## config.mk

```make
export PLATFORM = sky130hd
export DESIGN_NAME = calc1_port_responder
export DESIGN_NICKNAME = d
export VERILOG_FILES = /design/src/rtl/calc1_pkg.sv /design/src/rtl/calc1_alu.sv /design/src/rtl/calc1_port_responder.sv
export SDC_FILE = /design/constraint.sdc
export NUM_CORES = 1
export LEC_CHECK = 0
export ABC_AREA = 1
export BUFFER_PORTS_ARGS = -buffer_cell sky130_fd_sc_hd__buf_2
export CORE_AREA = 2 2 172 174
export CTS_BUF_LIST = sky130_fd_sc_hd__clkbuf_8
export DETAILED_ROUTE_END_ITERATION = 6
export DIE_AREA = 0 0 174 176
export MAX_ROUTING_LAYER = met4
export PLACE_DENSITY_LB_ADDON = 0.12
export SETUP_SLACK_MARGIN = 0.05
export SLEW_MARGIN = 0
export SYNTH_ARGS = -nofsm -noshare
export SYNTH_HDL_FRONTEND = slang
export SYNTH_SLANG_ARGS = --single-unit
```

## constraint.sdc

```tcl
create_clock -name c_clk -period 3 [get_ports c_clk]
set_clock_uncertainty 0.05 [all_clocks]
set_input_delay 0.6 -clock c_clk [delete_from_list [all_inputs] [get_ports c_clk]]
set_output_delay 0.6 -clock c_clk [all_outputs]
set_load 0.01 [all_outputs]
```

## src/rtl/calc1_pkg.sv

```systemverilog
// calc1_pkg: shared definitions for the calc1 request/response protocol.
//   Command codes   : CMD_NONE, CMD_ADD, CMD_SUB, CMD_SHL, CMD_SHR
//   Response codes  : RESP_NONE, RESP_OK, RESP_ERR
//   calc1_state_t   : port responder FSM states
package calc1_pkg;

   localparam logic [3:0] CMD_NONE = 4'd0;
   localparam logic [3:0] CMD_ADD  = 4'd1;
   localparam logic [3:0] CMD_SUB  = 4'd2;
   localparam logic [3:0] CMD_SHL  = 4'd5;
   localparam logic [3:0] CMD_SHR  = 4'd6;

   localparam logic [1:0] RESP_NONE = 2'd0;
   localparam logic [1:0] RESP_OK   = 2'd1;
   localparam logic [1:0] RESP_ERR  = 2'd2;

   typedef enum logic [1:0] {
      ST_IDLE = 2'd0,
      ST_OP2  = 2'd1,
      ST_WAIT = 2'd2,
      ST_RESP = 2'd3
   } calc1_state_t;

endpackage

```

## src/rtl/calc1_alu.sv

```systemverilog
// calc1_alu: combinational calc1 arithmetic unit (unsigned operands).
// Ports:
//   cmd  in  4       command code
//   op1  in  DATA_W  operand1
//   op2  in  DATA_W  operand2 (shift amount taken from op2[4:0])
//   resp out 2       RESP_OK or RESP_ERR
//   data out DATA_W  result, zero whenever resp is RESP_ERR
module calc1_alu
   import calc1_pkg::*;
#(
   parameter int DATA_W = 32
) (
   input  logic [3:0]        cmd,
   input  logic [DATA_W-1:0] op1,
   input  logic [DATA_W-1:0] op2,
   output logic [1:0]        resp,
   output logic [DATA_W-1:0] data
);

   logic [DATA_W:0] sum;
   logic [4:0]      shamt;

   always_comb begin
      sum   = {1'b0, op1} + {1'b0, op2};
      shamt = op2[4:0];
      resp  = RESP_ERR;
      data  = '0;
      case (cmd)
         CMD_ADD: begin
            // Carry out of the top bit is reported as overflow.
            if (!sum[DATA_W]) begin
               resp = RESP_OK;
               data = sum[DATA_W-1:0];
            end
         end
         CMD_SUB: begin
            if (op2 <= op1) begin
               resp = RESP_OK;
               data = op1 - op2;
            end
         end
         CMD_SHL: begin
            resp = RESP_OK;
            data = op1 << shamt;
         end
         CMD_SHR: begin
            resp = RESP_OK;
            data = op1 >> shamt;
         end
         default: begin
            resp = RESP_ERR;
            data = '0;
         end
      endcase
   end

endmodule

```

## src/rtl/calc1_port_responder.sv

```systemverilog
// calc1_port_responder: single-port calc1 request responder.
// Captures command + operand1, then operand2 on the next cycle, and presents
// a one-cycle response LATENCY cycles after operand2 capture.
// Ports:
//   c_clk        in   1           clock, rising edge
//   reset_n      in   1           asynchronous reset, active-low
//   req_cmd_in   in   4           command (0 none, 1 add, 2 sub, 5 shl, 6 shr)
//   req_data_in  in   DATA_W      operand1 in command cycle, operand2 next cycle
//   out_resp     out  2           0 none, 1 ok, 2 error
//   out_data     out  DATA_W      result when out_resp==1, else 0
//   busy         out  1           high from operand2 capture through response
//   drop_cnt     out  DROP_CNT_W  saturating count of commands ignored while busy
module calc1_port_responder
   import calc1_pkg::*;
#(
   parameter int DATA_W     = 32,
   parameter int LATENCY    = 2,
   parameter int DROP_CNT_W = 8
) (
   input  logic                  c_clk,
   input  logic                  reset_n,
   input  logic [3:0]            req_cmd_in,
   input  logic [DATA_W-1:0]     req_data_in,
   output logic [1:0]            out_resp,
   output logic [DATA_W-1:0]     out_data,
   output logic                  busy,
   output logic [DROP_CNT_W-1:0] drop_cnt
);

   localparam logic [3:0] WAIT_INIT = 4'(LATENCY - 1);

   calc1_state_t      state, state_nxt;
   logic [3:0]        cmd_p0;
   logic [DATA_W-1:0] op1_p0;
   logic [DATA_W-1:0] op2_p1;
   logic [3:0]        wait_cnt;
   logic [1:0]        alu_resp;
   logic [DATA_W-1:0] alu_data;
   logic              cmd_valid;
   logic              accept;

   function automatic logic [DROP_CNT_W-1:0] sat_inc(input logic [DROP_CNT_W-1:0] v);
      if (&v) return v;
      return v + 1'b1;
   endfunction

   assign cmd_valid = (req_cmd_in != CMD_NONE);
   // The response cycle also accepts a new command, so back-to-back
   // operations run at one per LATENCY+2 cycles.
   assign accept = cmd_valid && ((state == ST_IDLE) || (state == ST_RESP));

   calc1_alu #(.DATA_W(DATA_W)) u_alu (
      .cmd  (cmd_p0),
      .op1  (op1_p0),
      .op2  (op2_p1),
      .resp (alu_resp),
      .data (alu_data)
   );

   always_ff @(posedge c_clk or negedge reset_n) begin
      if (!reset_n) state <= ST_IDLE;
      else          state <= state_nxt;
   end

   always_comb begin
      state_nxt = state;
      out_resp  = RESP_NONE;
      out_data  = '0;
      busy      = 1'b0;
      case (state)
         ST_IDLE: begin
            if (accept) state_nxt = ST_OP2;
         end
         ST_OP2: begin
            state_nxt = (LATENCY == 1) ? ST_RESP : ST_WAIT;
         end
         ST_WAIT: begin
            busy = 1'b1;
            if (wait_cnt == 4'd0) state_nxt = ST_RESP;
         end
         ST_RESP: begin
            busy      = 1'b1;
            out_resp  = alu_resp;
            out_data  = alu_data;
            state_nxt = accept ? ST_OP2 : ST_IDLE;
         end
         default: state_nxt = ST_IDLE;
      endcase
   end

   // Stage p0: command/operand1 capture; stage p1: operand2 capture.
   always_ff @(posedge c_clk or negedge reset_n) begin
      if (!reset_n) begin
         cmd_p0   <= '0;
         op1_p0   <= '0;
         op2_p1   <= '0;
         wait_cnt <= '0;
         drop_cnt <= '0;
      end else begin
         if (accept) begin
            cmd_p0 <= req_cmd_in;
            op1_p0 <= req_data_in;
         end
         if (state == ST_OP2) begin
            op2_p1   <= req_data_in;
            wait_cnt <= WAIT_INIT;
         end else if ((state == ST_WAIT) && (wait_cnt != 4'd0)) begin
            wait_cnt <= wait_cnt - 4'd1;
         end
         if ((state == ST_WAIT) && cmd_valid) drop_cnt <= sat_inc(drop_cnt);
      end
   end

endmodule

```

; ---- Yosys cells after proc, flatten, opt, wreduce, memory -nomap -nowiden
; Cells that the tools add are included.
[classes]
n_addsub = 4
order_cmp = 1
eq_ne = 10
n_shift = 2
mux = 18
n_reduce_logical = 14
[op_table]
columns = operator, count
row1 = $pmux 32 s4, 1
row2 = $mux 32, 3
row3 = $add 32x32->33, 1
row4 = $le 32x32->1, 1
row5 = $shl 32x5->32, 1
row6 = $shr 32x5->32, 1
row7 = $sub 32x32->32, 1
row8 = $mux 2, 5
row9 = $add 8x1->8 const B, 1
row10 = $eq 4x3->1 const B, 2
row11 = $mux 4, 2
row12 = $mux 8, 1
row13 = $pmux 2 s4, 1
row14 = $reduce_and 8->1, 1
row15 = $reduce_bool 4->1, 2
row16 = $ne 2x2->1 const B, 3
row17 = $pmux 2 s3, 1
row18 = $eq 2x2->1 const B, 2
row19 = $eq 4x1->1 const B, 1
row20 = $eq 4x2->1 const B, 1
row21 = $logic_not 4->1, 1
row22 = $mux 1, 4
row23 = $reduce_and 2->1, 2
row24 = $reduce_or 2->1, 2
row25 = other kinds (6), 8
[word_totals]
regBits = 82
in_bits = 38
out_inout_bits = 43
word_cells = 55

; ---- Depth between registers and ports, before layout
; Gate-level depths: netlist of run 1.
[depth]
word_depth = 5
depth_mapped = 21
ltp_nobuf = 18

; ---- Cells and area by module
; From an unflattened synthesis of run 1, not the netlist that was laid out.
[unflattened]
cells_unflattened = 2318
area_unflattened_um2 = 12826.1
[modules_own_cells]
columns = module, n_inst, cells_each, area_each_um2, seq_area_each_um2
row1 = calc1_alu, 1, 1862, 9096.2, 0.0
row2 = calc1_port_responder, 1, 456, 3729.8, 2052.0

; ---- Worst setup path after synthesis of run 1
; OpenSTA, ideal clock, no wires.
[synth_timing]
path_type = reg-to-output
from = register op2_p1[2]
to = output out_resp[1]
arrival_ps = 2641
required_time_ps = 2350
path_slack_ps = -291
stages_incl_launch_ff = 18
path_cell_list = dfrtp_1 > inv_1 > clkbuf_1 > clkbuf_1 > ha_1 > buf_2 > nor2_1 > nand2_1 > nand3_2 > nand2_1 > nand2_2 > nand2_1 > nand2_2 > nand2_2 > nand2_4 > nor2_8 > buf_6 > nor3_1
[synth_via]
elab_chain_len = 4
[synth_lines]
columns = item, line_no
row1 = "start, declared", calc1_port_responder.sv:35  ; logic [DATA_W-1:0] op2_p1;
row2 = "start signal, assigned", calc1_port_responder.sv:105  ; op2_p1 <= req_data_in;
row3 = $add 32x32->33 / $le 32x32->1 (equally long branches), "calc1_alu.sv:24, calc1_alu.sv:37"
row4 = $mux 2 (on tied branches), "calc1_alu.sv:31, calc1_alu.sv:37"
row5 = $pmux 2 s3 (*), calc1_alu.sv:28  ; case (cmd)
row6 = $mux 2 (*), calc1_port_responder.sv:70  ; case (state)
row7 = "end, declared", calc1_port_responder.sv:24  ; output logic [1:0] out_resp,
; Mark *: on every way between the ends. The rest lies on a longest branch, timed or not.

; ---- Worst setup path after layout of run 1
[layout_timing]
from = register op1_p0[12]
to = output out_resp[0]
[layout_via]
elab_chain_len = 4
[layout_lines]
columns = item, line_no
row1 = "start, declared", calc1_port_responder.sv:34  ; logic [DATA_W-1:0] op1_p0;
row2 = "start signal, assigned", calc1_port_responder.sv:102  ; op1_p0 <= req_data_in;
row3 = $add 32x32->33 / $le 32x32->1 (equally long branches), "calc1_alu.sv:24, calc1_alu.sv:37"
row4 = $mux 2 (on tied branches), "calc1_alu.sv:31, calc1_alu.sv:37"
row5 = $pmux 2 s3 (*), calc1_alu.sv:28
row6 = $mux 2 (*), calc1_port_responder.sv:70
; Marked as above.

==> out/results.tsv, run 1 <==
metric	value	unit
min_period_over_period	117	%
hpwl	48300	um
synthDistinctLibCells	43	
yosys-top-cells-area	nand2_1 27%, dfrtp_1 16%, nand3_1 12%	
nets	2873	
netlist_area	0.0125	mm2
reg2reg_slack	910	ps
drc	0	
fin_crit	3510	ps
die_w	174	um
drt_first_iter_violations	1874	
cp-start-kind	flop	
rows	62	
drive_above_1_share	30.1	%
dieArea	0.0306	mm2
routed_wl	60600	um
place.gp.congestion	1.05	
syn_nets	2479	
setup_viol	34	
clockBufferDepth	2	
grt_pass1_wl	90100	um
clock_latency	390	ps
cts-root-buf	clkbuf_8	
slew_headroom	49.7	%
first_pass_iters	6	
rsz0062_at_grt	true	
postLayoutSetupSlackWorst	-507	ps
worstSetupPathType	reg2out	
numCtsBuffers	9	
worst_pin_slew	754	ps
grt_max_degree	66	
outcome	complete, but fails checks	
io_buffer_count	80	
synth_top_area_share	27.4	%
r2r_start	state[0]	
ys_ff_latch	82	
cp_max_fo	7	
ys_seq_area_share	16.4	%
core_area	0.0285	mm2
fmax	285	MHz
violations	setup timing	
first_global_vias	15722	
antenna_found_initial	5	
syn_inst	2367	
wl_per_cell	19.2	um
start_util	43.8	%
nFillCells	2911	
cts_tree	built	
finalHoldViolations	0	
clock_sinks	82	
worst_ep_required_time	2350	ps
maxSlewViolCount	0	
io_pins	81	
hp-class	in2async	
endpoint	out_resp[0]	
viasPerCell	5.40	
syn2layout_area_growth	42.8	%
place_ws	-234	ps
cts_max_level	3	
grt_use_total	39.6	%
endpoint_kind	output port	
cp.arrival	2860	ps
synth_ff_type	dfrtp_1	
yosysTopAreaCell	nand2_1	
synth_edf_count	0	
vias	17038	
timing.max_cap.violations	0	
die_h	176	um
detail-route-antenna-nets	0	
avgSynthCellArea	5.28	um2
clk_pin_slew	110	ps
netlist_top_cells_count	911 x nand2_1, 342 x inv_1, 298 x nand3_1, 230 x nor2_1, 90 x a21oi_1	
rr_endpoint	wait_cnt[3]	
grt-ovfl-total	0	
reg2reg_depth	8	
yosys_warnings	0	
crit_path_start	op1_p0[12]	
async_flop_share	100	%
synth.most_common_cell	nand2_1	
==> placed cells by master (no fill, tap or decap), types with 6 or more instances in the layout <==
master / synthesis / layout
ha_2: 0 / 15
nand2_4: 3 / 18
dfrtp_1: 82 / 76
inv_1: 342 / 318
nand2_2: 7 / 60
buf_2: 26 / 77
nand2_1: 911 / 843
o21ai_0: 72 / 63
nand3_1: 298 / 260
inv_2: 12 / 37
nand4_1: 30 / 30
nor3_2: 2 / 8
buf_6: 4 / 22
o21ai_1: 0 / 6
nor3_1: 16 / 9
clkbuf_8: 0 / 11
buf_12: 0 / 14
a21oi_1: 90 / 60
ha_1: 72 / 26
o211ai_1: 20 / 20
dfrtp_2: 0 / 6
buf_4: 3 / 363
ha_4: 0 / 31
and2_1: 9 / 9
nor2_1: 230 / 172
a21oi_2: 4 / 31
nand3_2: 2 / 36
nor2_4: 2 / 16
nor2_2: 5 / 49
xor2_1: 21 / 17
==> cell families (layout without fill, tap and decap cells) <==
| kind of cell | after synthesis | after routing | synth area share (%) |
|---|---|---|---|
| compound gates | 202 | 202 | 8.98 |
| xor+xnor | 25 | 25 | 1.75 |
| fa+ha+maj | 74 | 74 | 7.53 |
| buf+inv | 455 | 854 | 14.3 |
| flops | 82 | 82 | 16.4 |
| mux | 1 | 1 | 0.0901 |
| other cells | 0 | 4 | 0 |
| simple gates | 1528 | 1528 | 51.0 |
==> critical path, cell delays in order (launching register included) <==
cell       delay, ps
dfrtp_1          440
ha_4             350
buf_6            130
nor2_4            40
inv_2             60
nor2_4            50
buf_4            130
a21oi_2          150
nand2_2           90
nand2_2           90
nand2_4           60
nor2_8           210
clkbuf_16        230
buf_8            120
nor2_4            30
nor2_1           100
buf_2            150
==> what timing repair did <==
action	in CTS	in global routing
gates cloned	1	2
pin swaps	25	48
setup buffers	17	21
hold buffers	0	0
setup endpoints to repair	34	34
gates resized for setup	213	165
==> how the worst min path moves through the flow <==
stage,start,end,slack (ps),depth (start not counted)
floorplan,reset_n,cmd_p0[0],250,0
global placement,wait_cnt[3],wait_cnt[3],400,1
detailed placement,wait_cnt[3],wait_cnt[3],410,1
CTS,reset_n,wait_cnt[0],100,1
global route,reset_n,wait_cnt[0],140,1
finish,reset_n,wait_cnt[0],90,1
==> layout make-up <==
class | count | area, um2 | share of cell area (%)
Timing Repair Buffer | 480 | 3730 | 20.9
Sequential cell | 82 | 2060 | 11.5
Antenna cell | 4 | 10.0 | 0.0561
Multi-Input combinational cell | 1830 | 10000 | 56.2
Clock buffer | 11 | 151 | 0.848
Tap cell | 384 | 480 | 2.69
Inverter | 358 | 1350 | 7.56
Clock inverter | 5 | 42.5 | 0.238
==> routing by layer <==
metal	up-vias	global-route usage, %	share of wire, %
li1	8142	-	-
met1	7896	52.5	42
met2	866	62.3	45
met3	134	4.54	9.4
met4	0	14.6	4.0
met5	-	-	0
==> state kept, by name, summed over array words and instances (netlist names) <==
| register | cells |
|---|---|
| drop_cnt | 8 |
| op2_p1 | 32 |
| op1_p0 | 32 |
| wait_cnt | 4 |
| state | 2 |
| cmd_p0 | 4 |
==> metrics by stage <==
stage          hold slack (ps)  TNS [ps]  std cells  cell area (um2)  util, %
6_report                  93.5    -14980       3154            17800     62.5
5_1_grt                    135    -18020       3154            17800     62.5
4_1_cts                    101    -13300       3128            17000     59.7
3_5_place_dp               412     -5470       3094            15900     55.6
3_3_place_gp               397     -5330       3094            15900     55.6
2_1_floorplan              254         0       2367            12600        -
Power of run 1 is not shown: default switching activity piles up to over one toggle a cycle in this logic, so the estimate is an artifact.
==> inputs of run 2 (changes only) <==
- CTS_BUF_LIST: sky130_fd_sc_hd__clkbuf_8 -> sky130_fd_sc_hd__clkbuf_16
- GPL_TIMING_DRIVEN: default -> 0
==> run 2 against run 1 <==
The run still ends with setup timing left. Critical path depth unchanged. Clock-buffer cell count down 2. Utilization down 7.2 points. Via count down 1.2%. Register-to-register slack worse by 160 ps. Fmax down 4.3%. First-iteration DRC count up 35%. Cell area down 12%.
==> out/results.tsv, run 2 (synthesis gave the netlist of run 1 again) <==
metric	value	unit	change
cp.arrival	3020	ps	was 2860 ps
fmax	273	MHz	was 285 MHz
worst_pin_slew	975	ps	was 754 ps
cts-root-buf	clkbuf_16		was clkbuf_8
postLayoutSetupSlackWorst	-666	ps	was -507 ps
path_cells	buf_8 > inv_8 > buf_12 > ha_4 > inv_8 > nor3_4 > nand3_2 > nand3_4 > nand2_4 > nand2_8 > buf_8 > nand4_1 > nand3_2 > nand2_1 > inv_1 > buf_2		was ha_4 > buf_6 > nor2_4 > inv_2 > nor2_4 > buf_4 > a21oi_2 > nand2_2 > nand2_2 > nand2_4 > nor2_8 > clkbuf_16 > buf_8 > nor2_4 > nor2_1 > buf_2
viasPerCell	5.75		was 5.40
slew_headroom	34.6	%	was 49.7%
cts_max_level	3		unchanged
die_w	174	um	unchanged
final.setup.tns	-20290	ps	was -14980 ps
fin_util	55.3	%	was 62.5%
layout.cells.most_common	nand2_1		unchanged
core_area	0.0285	mm2	unchanged
numCtsBuffers	9		unchanged
endpoint_kind	output port		unchanged
detail-route-antenna-nets	0		unchanged
clock_sinks	82		unchanged
reg2reg_slack	750	ps	was 910 ps
grt_use_total	42.7	%	was 39.6%
reg2reg_depth	8		unchanged
drive_above_1_share	19.7	%	was 30.1%
routed_wl	65600	um	was 60600 um
drc	0		unchanged
worst_ep_required_time	2350	ps	about the same
cp-start-kind	flop		unchanged
worstSetupPathType	reg2out		unchanged
clockBufferDepth	2		unchanged
dpl_cell_area	0.0135	mm2	was 0.0159 mm2
timing.max_cap.violations	0		unchanged
clk_pin_slew	60	ps	was 110 ps
grt_max_degree	47		was 66
hp-class	in2async		unchanged
n_antenna_cell	0		was 4
syn2layout_area_growth	26.3	%	was 42.8%
cts_tree	built		unchanged
r2r_start	state[0]		unchanged
outcome	complete, but fails checks		unchanged
worst-path-buf-inv	7		was 6
grt_pass1_wl	94300	um	was 90100 um
drt_first_iter_violations	2528		was 1874
slowest_stage	dfrtp_2		was dfrtp_1
clock_latency	340	ps	was 390 ps
wl_per_cell	22.4	um	was 19.2 um
min_period_over_period	122	%	was 117%
crit_family	simple AND/OR/NAND/NOR gates		was buffers and inverters
final_area	0.0158	mm2	was 0.0178 mm2
first_pass_iters	7		was 6
antenna_found_initial	0		was 5
setup_viol	34		unchanged
cp_num_cells	16		unchanged
grt-ovfl-total	0		unchanged
rsz0062_at_grt	true		unchanged
place.gp.congestion	1.14		was 1.05
fin_crit	3670	ps	was 3510 ps
hpwl	51100	um	was 48300 um
io_pins	81		unchanged
die_h	176	um	unchanged
nets	2649		was 2873
cp_max_fo	6		was 7
first_global_vias	14843		was 15722
nFillCells	2988		was 2911
final_cell_mix	858 x nand2_1, 338 x inv_1, 267 x nand3_1		was 843 x nand2_1, 363 x buf_4, 318 x inv_1
maxSlewViolCount	0		unchanged
rows	62		unchanged
io_buffer_count	80		unchanged
vias	16837		was 17038
finalHoldViolations	0		unchanged
start_util	43.8	%	unchanged
dieArea	0.0306	mm2	unchanged
violations	setup timing		unchanged
cpPeakStageDelay	450	ps	was 440 ps
largestRegisters	op1_p0 (32), op2_p1 (32), drop_cnt (8)		unchanged
rr_endpoint	wait_cnt[3]		unchanged
## run 2: metal layers
metal	GRT usage [%]	vias to the layer above	routed length, um
met1	60.8	7760	27900
met5	-	-	0
met4	14.8	0	3070
met2	58.1	1195	25400
met3	10.8	188	9130
li1	-	7694	-
## run 2: worst max-delay path by stage
stage | start | end | slack [ps]
global route | op2_p1[3] | out_data[16] | -690
finish | op2_p1[3] | out_data[7] | -670
detailed placement | op2_p1[3] | out_data[30] | -1190
floorplan | op2_p1[3] | out_data[21] | 60
global placement | op2_p1[3] | out_data[30] | -1200
CTS | op2_p1[2] | out_data[7] | -620
## run 2: what timing repair did
item                       in CTS  in global routing
hold buffers                    0                  0
hold endpoints to repair        0                  0
pin swaps                      45                 39
setup buffers                  48                 28
cloned                          4                  0
setup endpoints to repair      34                 35
resized for setup             221                168
## run 2: final cells by class
class                   instances  area, um2  area share [%]
multi-input cells            1830       9760            61.9
plain buffers                  97        662            4.19
clock inverters                 7       31.3           0.198
repair buffers                159       1170            7.42
inverters                     358       1360            8.64
well taps                     384        480            3.04
clock buffers                   9        225            1.43
flip-flops and latches         82       2090            13.2
## run 2: worst register-to-register path: stages (launching register included)
cell,delay [ps]
dfrtp_1,400
inv_1,130
ha_1,230
inv_1,190
a31oi_1,410
inv_1,120
nor4_1,350
o21ai_0,130
a21oi_1,150
## run 2: metrics by stage
stage / cells / setup WS (ps) / hold slack (ps)
6_report: 2926 / -666 / 168
5_1_grt: 2926 / -687 / 206
3_3_place_gp: 2831 / -1200 / 394
3_5_place_dp: 2832 / -1190 / 418
4_1_cts: 2900 / -622 / 176
2_1_floorplan: 2367 / 61.0 / 254
Power of run 2 is left out for the same reason.
